**src/rtl/uart_rx.sv**
```systemverilog
// UART receiver: oversampled start/data/parity/stop recovery with 2-of-3 majority voting.
// Good words load P_DATA with a data_valid strobe; bad frames only raise error strobes.
//
// state  | meaning
// IDLE   | line idle, waiting for a low sample
// START  | qualifying the start bit (glitch filter)
// DATA   | shifting in Data_width bits, LSB first
// PARITY | checking the optional parity bit
// STOP   | checking the stop bit, publishing word or errors
module uart_rx #(
    parameter int Data_width = 8
) (
    input  logic                  CLK,
    input  logic                  RST,
    input  logic                  RX_IN,
    input  logic [5:0]            prescale,
    input  logic                  PAR_EN,
    input  logic                  PAR_TYP,
    output logic [Data_width-1:0] P_DATA,
    output logic                  data_valid,
    output logic                  parity_error,
    output logic                  stop_error
);

    localparam int BW = (Data_width > 1) ? $clog2(Data_width) : 1;

    typedef enum logic [2:0] {IDLE, START, DATA, PARITY, STOP} state_t;

    state_t                  state_q, state_d;
    logic [5:0]              psc_q, psc_sel, half;
    logic                    par_en_q, par_typ_q;
    logic [5:0]              edge_cnt;
    logic [BW-1:0]           bit_cnt;
    logic [2:0]              smp_q;
    logic [Data_width-1:0]   shreg;
    logic                    par_err_q;
    logic                    start_det, bit_end, last_bit, maj, par_exp;
    logic                    dv_d, pe_d, se_d;

    // Unsupported ratios fall back to 8x oversampling.
    always_comb begin
        case (prescale)
            6'd8, 6'd16, 6'd32: psc_sel = prescale;
            default:            psc_sel = 6'd8;
        endcase
    end

    assign half      = {1'b0, psc_q[5:1]};
    assign start_det = (state_q == IDLE) && !RX_IN;
    assign bit_end   = (state_q != IDLE) && (edge_cnt == psc_q - 6'd1);
    assign last_bit  = (bit_cnt == BW'(Data_width - 1));
    assign maj       = (smp_q[0] & smp_q[1]) | (smp_q[0] & smp_q[2]) | (smp_q[1] & smp_q[2]);
    assign par_exp   = par_typ_q ? ~^shreg : ^shreg;

    always_ff @(posedge CLK or negedge RST) begin
        if (!RST) begin
            state_q <= IDLE;
        end else begin
            state_q <= state_d;
        end
    end

    always_comb begin
        state_d = state_q;
        case (state_q)
            IDLE:    if (!RX_IN) state_d = START;
            START:   if (bit_end) state_d = maj ? IDLE : DATA;
            DATA:    if (bit_end && last_bit) state_d = par_en_q ? PARITY : STOP;
            PARITY:  if (bit_end) state_d = STOP;
            STOP:    if (bit_end) state_d = IDLE;
            default: state_d = IDLE;
        endcase
    end

    always_comb begin
        dv_d = 1'b0;
        pe_d = 1'b0;
        se_d = 1'b0;
        if (state_q == STOP && bit_end) begin
            dv_d = !par_err_q && maj;
            pe_d = par_err_q;
            se_d = !maj;
        end
    end

    always_ff @(posedge CLK or negedge RST) begin
        if (!RST) begin
            psc_q        <= 6'd0;
            par_en_q     <= 1'b0;
            par_typ_q    <= 1'b0;
            edge_cnt     <= 6'd0;
            bit_cnt      <= '0;
            smp_q        <= 3'b000;
            shreg        <= '0;
            par_err_q    <= 1'b0;
            P_DATA       <= '0;
            data_valid   <= 1'b0;
            parity_error <= 1'b0;
            stop_error   <= 1'b0;
        end else begin
            data_valid   <= dv_d;
            parity_error <= pe_d;
            stop_error   <= se_d;
            if (dv_d) P_DATA <= shreg;

            // The detecting edge is j = 0 of the start bit, so counting resumes at 1.
            if (start_det) begin
                psc_q     <= psc_sel;
                par_en_q  <= PAR_EN;
                par_typ_q <= PAR_TYP;
                edge_cnt  <= 6'd1;
                bit_cnt   <= '0;
                par_err_q <= 1'b0;
                smp_q     <= 3'b111;
            end else if (state_q != IDLE) begin
                edge_cnt <= bit_end ? 6'd0 : edge_cnt + 6'd1;
                if (edge_cnt == half - 6'd1) smp_q[0] <= RX_IN;
                if (edge_cnt == half)        smp_q[1] <= RX_IN;
                if (edge_cnt == half + 6'd1) smp_q[2] <= RX_IN;
                if (bit_end) begin
                    case (state_q)
                        DATA: begin
                            shreg   <= {maj, shreg[Data_width-1:1]};
                            bit_cnt <= last_bit ? '0 : bit_cnt + 1'b1;
                        end
                        PARITY:  par_err_q <= (maj != par_exp);
                        default: ;
                    endcase
                end
            end
        end
    end

endmodule

```
**config.mk**
```make
export PLATFORM = sky130hd
export DESIGN_NAME = uart_rx
export DESIGN_NICKNAME = d
export VERILOG_FILES = /design/src/rtl/uart_rx.sv
export SDC_FILE = /design/constraint.sdc
export NUM_CORES = 1
export LEC_CHECK = 0
export BUFFER_PORTS_ARGS = -buffer_cell sky130_fd_sc_hd__buf_2
export CAP_MARGIN = 20
export CORE_MARGIN = 8
export CORE_UTILIZATION = 40
export CTS_CLUSTER_SIZE = 24
export DETAILED_ROUTE_END_ITERATION = 6
export MAX_ROUTING_LAYER = met4
export PLACE_DENSITY_LB_ADDON = 0.15
export SYNTH_ARGS = -nofsm -noshare
export SYNTH_HDL_FRONTEND = slang
export SYNTH_SLANG_ARGS = --single-unit
```
**constraint.sdc**
```tcl
create_clock -name CLK -period 2.9 [get_ports CLK]
set_clock_uncertainty 0.05 [all_clocks]
set_input_delay 0.435 -clock CLK [delete_from_list [all_inputs] [get_ports CLK]]
set_output_delay 0.435 -clock CLK [all_outputs]
set_load 0.02 [all_outputs]
```
; ---- Yosys cells after proc, flatten, opt, wreduce, memory -nomap -nowiden
; Cells that the tools add are included.
; W data, S select, Z words.
[word_totals]
reg_bits = 43
output_inout_bits = 11
elab_cells = 101
[op_classes]
add_sub_neg = 5
n_eq_ne = 18
mux = 30
n_bitwise = 6
reduce_logical = 27
[op_table]
columns = op, n
row1 = $mux W3, 13
row2 = $mux W6, 4
row3 = $eq A6 B6 Y1, 3
row4 = $pmux W3 S5, 1
row5 = $reduce_bool A2 Y1, 7
row6 = $mux W1, 11
row7 = $ne A2 B2 Y1 const B, 5
row8 = $reduce_xnor A8 Y1, 1
row9 = $reduce_xor A8 Y1, 1
row10 = $add A5 B1 Y6 const B, 1
row11 = $add A6 B1 Y6 const B, 1
row12 = $eq A3 B2 Y1 const B, 2
row13 = $eq A3 B3 Y1 const B, 2
row14 = $eq A6 B4 Y1 const B, 1
row15 = $eq A6 B5 Y1, 1
row16 = $eq A6 B5 Y1 const B, 1
row17 = $eq A6 B6 Y1 const B, 1
row18 = $reduce_and A2 Y1, 3
row19 = $reduce_and A3 Y1, 2
row20 = $sub A5 B1 Y6 const B, 1
row21 = $sub A6 B1 Y6 const B, 1
row22 = $logic_and A1 B1 Y1, 5
row23 = $reduce_and A5 Y1, 1
row24 = $reduce_and A4 Y1, 1
row25 = 11 further kinds, 16

; ---- Longest topological paths before layout
[depth]
word_depth = 8
mapped_depth = 9
depth_no_buf = 7

; ---- Worst setup path before layout
; No wires, ideal clock.
[synth_path]
kind = register to register
start = register psc_q[1]
end = register P_DATA[1]
arrival_ns = 2.121
setup_slack_ns = 0.604
path_stages_with_launch = 9
cell_sequence = dfrtp_1 > buf_2 > inv_1 > ha_1 > xnor2_1 > nor2_1 > o31a_2 > nor3_4 > mux2_2
[synth_via]
elab_chain_cells = 5
[synth_rtl]
columns = element, line_no
row1 = start: declaration, 30  ; logic [5:0] psc_q, psc_sel, half;
row2 = start signal: assignment, 108  ; psc_q <= psc_sel;
row3 = $sub A6 B1 Y6, 50  ; assign bit_end = (state_q != IDLE) && (edge_cnt == psc_q - 6'd1);
row4 = $eq A6 B6 Y1, 50
row5 = $logic_and A1 B1 Y1, 50
row6 = $logic_and A1 B1 Y1, 79  ; if (state_q == STOP && bit_end) begin
row7 = $mux W1, 79
row8 = end signal: assignment, 104  ; if (dv_d) P_DATA <= shreg;
row9 = end: declaration, 19  ; output logic [Data_width-1:0] P_DATA,
; No other way between the ends.
; A chain may end at the register's enable or synchronous reset.

; ---- Final worst setup path
[layout_path]
start = register psc_q[1]
end = register shreg[7]
[layout_via]
elab_chain_cells = 4
[layout_rtl]
columns = element, line_no
row1 = $sub A6 B1 Y6, 50
row2 = $eq A6 B6 Y1, 50
row3 = $logic_and A1 B1 Y1, 50
row4 = $reduce_and A4 Y1 (no source line), n/a
row5 = end signal: assignment, 123  ; shreg <= {maj, shreg[Data_width-1:1]};
row6 = end: declaration, 35  ; logic [Data_width-1:0] shreg;
; No other way between the ends.

==> qor.txt <==
status -> finished clean
TritonCTS Buffers -> 5
register area -> 1080 um2
EDFF count, synth -> 0
pin count of the biggest net entering global routing -> 44
flop-to-flop setup slack -> 0.31 ns
clock tree buffer depth -> 2
DRC -> 0
Antenna Nets Post-Route -> 0
core region area -> 5960 um2
Post-CTS Setup Bufs -> 0
first element of the critical path -> psc_q[1]
Cell variety after synth -> 53
Period Utilization, post-route -> 89.4%
Main synth FF type -> dfrtp_1
ANT cells -> 0
hpwl dp -> 3.93 mm
Design Power -> 0.00279 W
die area -> 9000 um2
VDD IR max -> 0.449 mV
starting density of the core -> 41.8%
Synth warnings -> 0
wirelength, routed -> 5.47 mm
first-pass GRT wire length -> 9.47 mm
critical path type -> flip-flop to flip-flop
IO Count -> 22
#FFs+latches synth -> 43
Total Routing Usage GR -> 13.7%
Worst R2R End -> shreg[7]
sequential area share after synthesis -> 43.2%
die height -> 94.9 um
routed length per placed instance -> 15.8 um
number of global-route vias before repair -> 1908
# fillers -> 573
CP Data Arrival Time -> 2.73 ns
crit path capture type -> flip-flop
final std cells w/o fill -> 346
GR Overflow Total -> 0
clk root buf -> clkbuf_8
slew margin rel. -> 48.6%
# nets final -> 288
critical path peak fanout -> 9
setup_tns -> 0 ns
Leak -> 1.35 nW
Final Hold Fails -> 0
Area after DPL -> 2680 um2
RSZ-0062 raised after global routing -> no
slew of the pin with the lowest slew margin -> 0.769 ns
share of layout cells above drive strength 1 -> 21.8%
Port Buf Inserts -> 21
GPL Wtd Cong -> 0.777
Synth async-reset ratio -> 100%
Placed Instances -> 336
worst setup path end -> shreg[7]
minimum clock period -> 2.59 ns
cells after synthesis -> 246
CTS tree -> built
area occupied by multi-input gates -> 1310 um2
Worst EP required -> 3.04 ns
startpoint types -> flip-flop
Worst Reg2Reg Path Length in Cells -> 7
hold crit path type -> input port to flip-flop
Post-Syn Area per Cell -> 10.1 um2
final setup violation count -> 0
cell area after synthesis -> 2490 um2
htree depth -> 2
# rows -> 28
clk slew on worst S/H paths -> 0.09 ns
Worst-Skew Late Latency -> 0.30 ns
Final Max Tran Viols -> 0
number of clock sinks -> 43
TritonRoute pass-1 iters -> 4
worst r2r src -> psc_q[1]
initial antenna violation count -> 0
synthesis-to-finish area growth -> 13.2%
Starting DRT DRC Count -> 93
vias post-DR -> 1884
Fin Hold WS -> 0.277 ns
FMAX -> 386 MHz
MaxCap Viol Count -> 0
PD cells -> 988 nW/um2
synthesized net count -> 264
Die X -> 94.9 um
vias per cell -> 5.45
final instance area -> 2820 um2
## final cells by class
class | count | area share (%)
flip-flops and latches | 43 | 38.2
well taps | 75 | 3.33
clock buffers | 5 | 2.44
inverters | 8 | 1.07
multi-input cells | 181 | 46.5
repair buffers | 31 | 6.93
clock inverters | 3 | 1.55
## cells by family after synthesis
logic type | Yosys count | share of synthesized area, %
buffers and inverters | 22 | 4.12
AND/OR/NAND/NOR | 85 | 17.9
multiplexers | 21 | 9.25
flip-flops | 43 | 43.2
adder cells (fa/ha/maj) | 8 | 3.92
AO/OA/AOI/OAI | 44 | 13.4
XOR/XNOR | 23 | 8.09
## report_power, final
| group | total [W] | internal [W] | switching, W | leakage, nW |
|---|---|---|---|---|
| logic | 0.00138 | 0.000598 | 0.000781 | 0.723 |
| registers | 0.000930 | 0.000731 | 0.000199 | 0.566 |
| clock network | 0.000475 | 0.000257 | 0.000219 | 0.0581 |
## placed cells by master (no fill, tap or decap), types with 8 or more instances in the layout
cell type	instances
nor2_1	10
nor2b_1	8
mux2_2	14
buf_4	8
nand4_1	8
o21ai_0	10
nand2_1	23
xnor2_1	15
buf_2	21
xor2_1	8
nor3_1	10
dfrtp_1	43
## sequential cells by signal, summed over array words and instances, names as in the netlist
name          cells
par_typ_q         1
edge_cnt          6
shreg             8
par_err_q         1
parity_error      1
smp_q             3
bit_cnt           3
data_valid        1
P_DATA            8
state_q           3
psc_q             6
stop_error        1
par_en_q          1
## metrics by stage
| stage | setup WS (ns) | util [%] |
|---|---|---|
| 3_3_place_gp | 0.464 | 44.9 |
| 3_5_place_dp | 0.336 | 44.9 |
| 4_1_cts | 0.308 | 46.8 |
| 6_report | 0.306 | 47.3 |
| 5_1_grt | 0.0267 | 47.3 |
| 2_1_floorplan | 0.604 | - |
## critical path, cell delays in order (launching register included)
cell and delay [ns]:
dfrtp_1 0.38, inv_1 0.12, ha_1 0.24, nor3b_1 0.31, and3_1 0.25, o211a_1 0.20, nand4_1 0.45, mux2_1 0.48
## cell usage after synthesis, drive strengths merged, types with 3 or more instances
library cell | instances | area (um2)
nand2b | 7 | 43.8
mux2 | 16 | 180
buf | 7 | 43.8
nand2 | 23 | 86.3
xor2 | 8 | 70.1
o211ai | 4 | 35.0
nor2 | 10 | 37.5
dfrtp | 43 | 1080
o211a | 3 | 30.0
or3 | 3 | 18.8
inv | 8 | 30.0
mux2i | 5 | 50.1
o21ai | 10 | 50.1
nand4 | 8 | 50.1
ha | 7 | 87.6
o31a | 3 | 27.5
or4 | 3 | 22.5
nor3 | 11 | 66.3
xnor2 | 15 | 131
nand3 | 5 | 25.0
clkbuf | 7 | 28.8
a21oi | 4 | 20.0
o31ai | 3 | 27.5
nor2b | 8 | 50.1
## routing by layer
metal  share of wire, %  global-route usage (%)  wire length [um]  vias up
met5                  0                       -                 0        -
met4                1.3                    4.68                69        0
met3                3.3                    2.62               178        8
met2                 44                    19.6              2410       36
met1                 51                    18.9              2810      911
li1                   -                       -                 -      929
## how the worst min path moves through the flow
| stage | startpoint | end | slack, ns | cells past startpoint |
|---|---|---|---|---|
| 2_1_floorplan | RST | P_DATA[0] | 0.09 | 0 |
| 3_3_place_gp | P_DATA[0] | P_DATA[0] | 0.43 | 1 |
| 3_5_place_dp | par_typ_q | par_typ_q | 0.44 | 2 |
| 4_1_cts | PAR_TYP | par_typ_q | 0.26 | 3 |
| 5_1_grt | PAR_TYP | par_typ_q | 0.27 | 3 |
| 6_report | PAR_TYP | par_typ_q | 0.28 | 3 |
## repair_timing
action | 4_1_cts | 5_1_grt
hold buffers | 0 | 1
hold endpoints to repair | 0 | 10
resized for setup | 0 | 0
Power figures use the tool's default switching activity.
